[config.mk]
export PLATFORM = sky130hd
export DESIGN_NAME = ro_freq_counter
export DESIGN_NICKNAME = d
export VERILOG_FILES = /design/src/rtl/ro_freq_counter.sv
export SDC_FILE = /design/constraint.sdc
export NUM_CORES = 1
export LEC_CHECK = 0
export BUFFER_PORTS_ARGS = -buffer_cell sky130_fd_sc_hd__buf_2
export CORE_MARGIN = 2
export CORE_UTILIZATION = 55
export DETAILED_ROUTE_END_ITERATION = 10
export PLACE_DENSITY = 0.77
export RECOVER_POWER = 25
export SLEW_MARGIN = 15
export SYNTH_ARGS = -nofsm -noshare
export SYNTH_HDL_FRONTEND = slang
export SYNTH_SLANG_ARGS = --single-unit
export TNS_END_PERCENT = 100
[constraint.sdc]
create_clock -name clk -period 2.34 [get_ports clk]
set_input_delay 0.234 -clock clk [delete_from_list [all_inputs] [get_ports clk]]
set_output_delay 0.234 -clock clk [all_outputs]
set_load 0.1 [all_outputs]
[src/rtl/ro_freq_counter.sv]
// Ring-oscillator frequency counter.
// ro_in is synchronised into the clk domain. Its rising edges are counted over a
// programmable window of clk cycles. The result is then held with a valid/ready handshake.
// Optional feature: define RO_CNT_SATURATE_EN to make count saturate at all-ones
// instead of wrapping. overflow is set in either mode.
module ro_freq_counter #(
  parameter int unsigned WIDTH       = 12,
  parameter int unsigned WIN_WIDTH   = 16,
  parameter int unsigned SYNC_STAGES = 2
) (
  input  logic                 clk,
  input  logic                 reset,
  input  logic                 start,
  input  logic [WIN_WIDTH-1:0] window,
  input  logic                 ro_in,
  output logic [WIDTH-1:0]     count,
  output logic                 valid,
  input  logic                 ready,
  output logic                 busy,
  output logic                 overflow
);

  typedef enum logic [1:0] {
    StIdle,
    StMeasure,
    StHold
  } state_e;

  state_e                 state_q;
  logic [SYNC_STAGES-1:0] sync_q;
  logic                   hist_q;
  logic                   edge_pulse;
  logic [WIN_WIDTH-1:0]   win_cnt_q;
  logic [WIDTH-1:0]       count_q;
  logic [WIDTH-1:0]       count_inc;
  logic                   overflow_q;
  logic                   busy_q;
  logic                   valid_q;

  assign count    = count_q;
  assign overflow = overflow_q;
  assign busy     = busy_q;
  assign valid    = valid_q;

  // The synchroniser and the edge-history flop run in every state.
  always_ff @(posedge clk) begin
    if (reset) begin
      sync_q <= '0;
      hist_q <= 1'b0;
    end else begin
      sync_q <= {sync_q[SYNC_STAGES-2:0], ro_in};
      hist_q <= sync_q[SYNC_STAGES-1];
    end
  end

  assign edge_pulse = sync_q[SYNC_STAGES-1] & ~hist_q;

  // Next count value on an edge. All-ones either wraps to zero or sticks at all-ones.
  always_comb begin
    count_inc = count_q + WIDTH'(1);
`ifdef RO_CNT_SATURATE_EN
    if (&count_q) count_inc = count_q;
`else
    count_inc = count_q + WIDTH'(1);
`endif
  end

  // Measurement FSM. busy and valid are registered alongside the state.
  always_ff @(posedge clk) begin
    if (reset) begin
      state_q    <= StIdle;
      win_cnt_q  <= '0;
      count_q    <= '0;
      overflow_q <= 1'b0;
      busy_q     <= 1'b0;
      valid_q    <= 1'b0;
    end else begin
      case (state_q)
        StIdle: begin
          if (start) begin
            count_q    <= '0;
            overflow_q <= 1'b0;
            if (window != '0) begin
              win_cnt_q <= window;
              state_q   <= StMeasure;
              busy_q    <= 1'b1;
            end else begin
              state_q <= StHold;
              valid_q <= 1'b1;
            end
          end
        end
        StMeasure: begin
          win_cnt_q <= win_cnt_q - WIN_WIDTH'(1);
          if (edge_pulse) begin
            count_q <= count_inc;
            if (&count_q) overflow_q <= 1'b1;
          end
          // The last window cycle still counts its edge before handing off.
          if (win_cnt_q == WIN_WIDTH'(1)) begin
            state_q <= StHold;
            busy_q  <= 1'b0;
            valid_q <= 1'b1;
          end
        end
        StHold: begin
          if (ready) begin
            state_q <= StIdle;
            valid_q <= 1'b0;
          end
        end
        default: begin
          state_q <= StIdle;
          busy_q  <= 1'b0;
          valid_q <= 1'b0;
        end
      endcase
    end
  end

endmodule

==> impl_results.md <==
- Crit Path Max Fanout: 6
- Aggregate global routing overflow: 0
- Detailed Route WL: about 4500 um
- Final net count: 302
- Switching share of power: about a third
- Worst setup timing slack at the placement stage: 0.252 ns
- Share of cell area taken by muxes after synthesis: less than 1%
- Number of enable flip-flop cells after synthesis: 0
- Sequential area share after synthesis: 37.3%
- Residual DRC: 0
- Syn Area/Cell: between 7 and 8 um^2
- Length of the first detailed-routing pass in iterations: 4
- Transition at the pin with the smallest max-transition slack: 1.17 ns
- Ordered cell list for the critical path: inv_1 -> ha_1 -> or4b_1 -> nor4_1 -> xnor2_1 -> a211o_1 -> a21oi_1
- WS Path Type: flop to flop
- Dominant combinational cell family by area after synthesis: simple AND/OR/NAND/NOR gates
- Post-synthesis compound-gate area fraction: 22.3%
- Upper clock frequency limit: about 460 MHz
- Pin count of the biggest net entering global routing: 32
- Number of max-cap violations: 0
- Internal power: ~0.0010 W
- DP Cell Count: ~320
- Sum of net half-perimeters after detailed placement: approximately 3200 um
- Number of fillers in the final layout: 338
- Synth Net Count: roughly 270
- Number of antenna violations at the first check in global routing: 0
- Total of endpoints with negative setup slack in the final report: 0
- Max rail drop VDD: 0.321 mV
- Synthesized netlist cell count: roughly 240
- CP startpoint kind: flop
- Vias/cell: between 5 and 6
- Area taken by flip-flops and latches: about 730 um^2
- CTS Root Cell: sky130_fd_sc_hd__clkbuf_4
- CTS Buffer Depth: 2
- Post-synthesis cell area: between 0.0015 and 0.002 mm^2
- Total track usage: approximately a quarter
- Fraction of post-synthesis cell area in the top cell type by area: between 30% and 40%
- Worst clock skew on the final layout: ~0.0086 ns
- Effective utilization at floorplan: between 50% and 60%
- Total setup buffers inserted after CTS: 0
- Number of global-route vias before repair: 1725
- Top library cells by usage in the layout, fill and taps aside: 33 x sky130_fd_sc_hd__nor2_1, 29 x sky130_fd_sc_hd__dfxtp_1, 27 x sky130_fd_sc_hd__a21oi_1
- Clock network latency to the later pin of the worst-skew pair: 0.34 ns
- Main area contributors after synthesis: sky130_fd_sc_hd__dfxtp_1 37%, sky130_fd_sc_hd__a21oi_1 7.0%, sky130_fd_sc_hd__nor2_1 6.4%
- Top_reg_cell synth: sky130_fd_sc_hd__dfxtp_1
- Antenna cell count: 0
- Reported leakage power: 0.865 nW
- Iter 0 DRT Violations: 107
- Slowest stage cell, crit path: sky130_fd_sc_hd__or4b_1
- Number of warnings issued by yosys: 0
- Relative slew slack: between 20 and 25%
- Post-layout utilization of the core: about 66%
- CTS Sinks: 36
- Yosys top cell by area: sky130_fd_sc_hd__dfxtp_1
- Fin crit share: 91.9%
- Fraction of power consumed by the clock network: between 20% and 30%
- Wire length of the first global-routing pass: 7540 um
- Ratio of cells with drive above 1 in the final layout: between 10% and 20%
- Final period demand of the worst path: ~2.2 ns
- Adder and majority cell fraction of the synthesized area: 1.94%
- Overall die area: around 0.004 mm^2
- Weighted congestion reported at the end of routability-driven placement: between 0.8 and 0.9
- Critical path arrival: 2.42 ns
- CTS buffer count: 5
- Async set or reset register ratio after synthesis: 0%
- Sequential share of power: a little under half
- Yosys cell types: 48
- Number of hold violations in the final report: 0
- Final worst slack: approximately 0.19 ns
- Area share of and/or/nand/nor cells after synthesis: ~27%
- Required time worst endpoint: 2.61 ns
- Clock tree from TritonCTS: built
- Path class of the lowest-slack min-delay path: primary input to flop
- Routed wire length per instance: between 10 and 15 um
- Critical path endpoint category: flop
- Commonest non-fill, non-tap cell in the layout: sky130_fd_sc_hd__nor2_1
- Pins Over Slew Limit: 0
- Width of the chip: ~63 um
- Multi-input combinational cell area: ~0.0011 mm^2
- RSZ-0062 raised after global routing: no
- Reported net switching power: between 0.0005 and 0.0006 W
- Post-cts sizing count: 0
- Result of the run: complete, no violations
- Peak per-stage delay on the critical path: a little under 0.6 ns
- Number of standard cells in the final layout excluding fillers: between 300 and 400
- Std cell rows: 21
- # port buffers: 35
- Power per standard cell area: 715 mW/mm^2
- Die height: around 63 um
- CORE AREA: between 0.003 and 0.004 mm^2
- Xor and xnor fraction of the mapped netlist area: under 10%
- Hold buffer count at cts: 0
- Number of synthesized register bits: 36
- Synthesis-to-layout area growth: 14.7%
- Top Ports: 36
- Setup TNS after final layout: 0 ns
- Final ANT Viol Nets: 0
- Clock-pin slew on the worst setup and hold paths: between 0.1 and 0.15 ns
- Share of total power in combinational logic: a little over a quarter
- Total via count after detailed routing: between 1500 and 2000
- CTS H-Tree Depth: 2
==> cell usage after synthesis (2+ instances only) <==
library cell                 n
sky130_fd_sc_hd__dfxtp_1    36
sky130_fd_sc_hd__nor2_1     33
sky130_fd_sc_hd__a21oi_1    27
sky130_fd_sc_hd__nand2_1    17
sky130_fd_sc_hd__o21ai_0    13
sky130_fd_sc_hd__clkbuf_1   10
sky130_fd_sc_hd__nor4_1     10
sky130_fd_sc_hd__nand2b_1    8
sky130_fd_sc_hd__xor2_1      8
sky130_fd_sc_hd__nand3_1     7
sky130_fd_sc_hd__nor2b_1     6
sky130_fd_sc_hd__inv_1       5
sky130_fd_sc_hd__nor3_1      5
sky130_fd_sc_hd__or3_1       5
sky130_fd_sc_hd__nand4_1     4
sky130_fd_sc_hd__o31ai_1     4
sky130_fd_sc_hd__xnor2_1     4
sky130_fd_sc_hd__a211o_1     3
sky130_fd_sc_hd__and3_1      3
sky130_fd_sc_hd__ha_1        3
sky130_fd_sc_hd__or4_1       3
sky130_fd_sc_hd__a2111oi_0   2
sky130_fd_sc_hd__a21o_1      2
sky130_fd_sc_hd__buf_4       2
==> critical path, delay by kind of cell (launching register included) <==
family / cells / cell delay [ns]
AOI/OAI and AO/OA: 2 / 0.40
DFF: 1 / 0.35
adders and majority gates: 1 / 0.22
xor gates and xnor gates: 1 / 0.10
buffers and inverters: 1 / 0.10
and+or+nand+nor: 2 / 0.91
==> through the flow <==
stage | power [W] | hold slack, ns | instance area (um^2)
final | 0.00159 | 0.0910 | 2220
after global routing | 0.00167 | 0.118 | 2220
after CTS | 0.00159 | 0.0857 | 2230
after detailed placement | 0.00116 | 0.433 | 2150
after global placement | 0.00115 | 0.423 | 2150
after floorplan | 0.00106 | 0.362 | 1940
==> logic make-up after synthesis <==
group / Yosys count
DFF: 36
AOI/OAI and AO/OA: 66
and+or+nand+nor: 105
muxes: 1
xor gates and xnor gates: 12
adders and majority gates: 3
buffers and inverters: 21
==> per-layer routing <==
layer  track usage, %  share of wire (%)  up-vias
met3             4.29                5.8        7
li1                 -                  -      951
met4             9.51                1.6        0
met5                0                  0        -
met2             38.4                 45       56
met1             31.1                 47      873
==> state kept, by name (all words and copies together), names as in the netlist <==
register / flops
busy: 1
count: 12
hist_q: 1
overflow: 1
state_q: 2
sync_q: 2
valid: 1
win_cnt_q: 16
==> area by class of cell <==
class,count,area share [%]
Clock buffer,6,1.86
Clock inverter,2,1.58
Inverter,5,0.846
Multi-Input combinational cell,187,50.2
Sequential cell,36,32.9
Tap cell,46,2.60
Timing Repair Buffer,43,10.0
==> power groups by stage <==
stage / logic (W) / clock network, W / registers (W)
detailed placement: 0.000428 / 0 / 0.000728
floorplan: 0.000310 / 0 / 0.000750
global placement: 0.000428 / 0 / 0.000727
finish: 0.000435 / 0.000435 / 0.000716
global route: 0.000482 / 0.000467 / 0.000724
CTS: 0.000433 / 0.000447 / 0.000714
==> path summary, 6_finish.rpt <==
kind / slack [ns] / cells past startpoint / end / start
setup / recovery: 0.19 / 7 / win_cnt_q[10]$_SDFFE_PP0P_ / win_cnt_q[0]$_SDFFE_PP0P_
hold / removal: 0.09 / 2 / sync_q[0]$_SDFF_PP0_ / ro_in
setup reg to reg: 0.19 / 7 / win_cnt_q[10]$_SDFFE_PP0P_ / win_cnt_q[0]$_SDFFE_PP0P_
hold reg to reg: 0.45 / 1 / sync_q[1]$_SDFF_PP0_ / sync_q[0]$_SDFF_PP0_
Note: power is estimated with default switching activity, not from simulation.
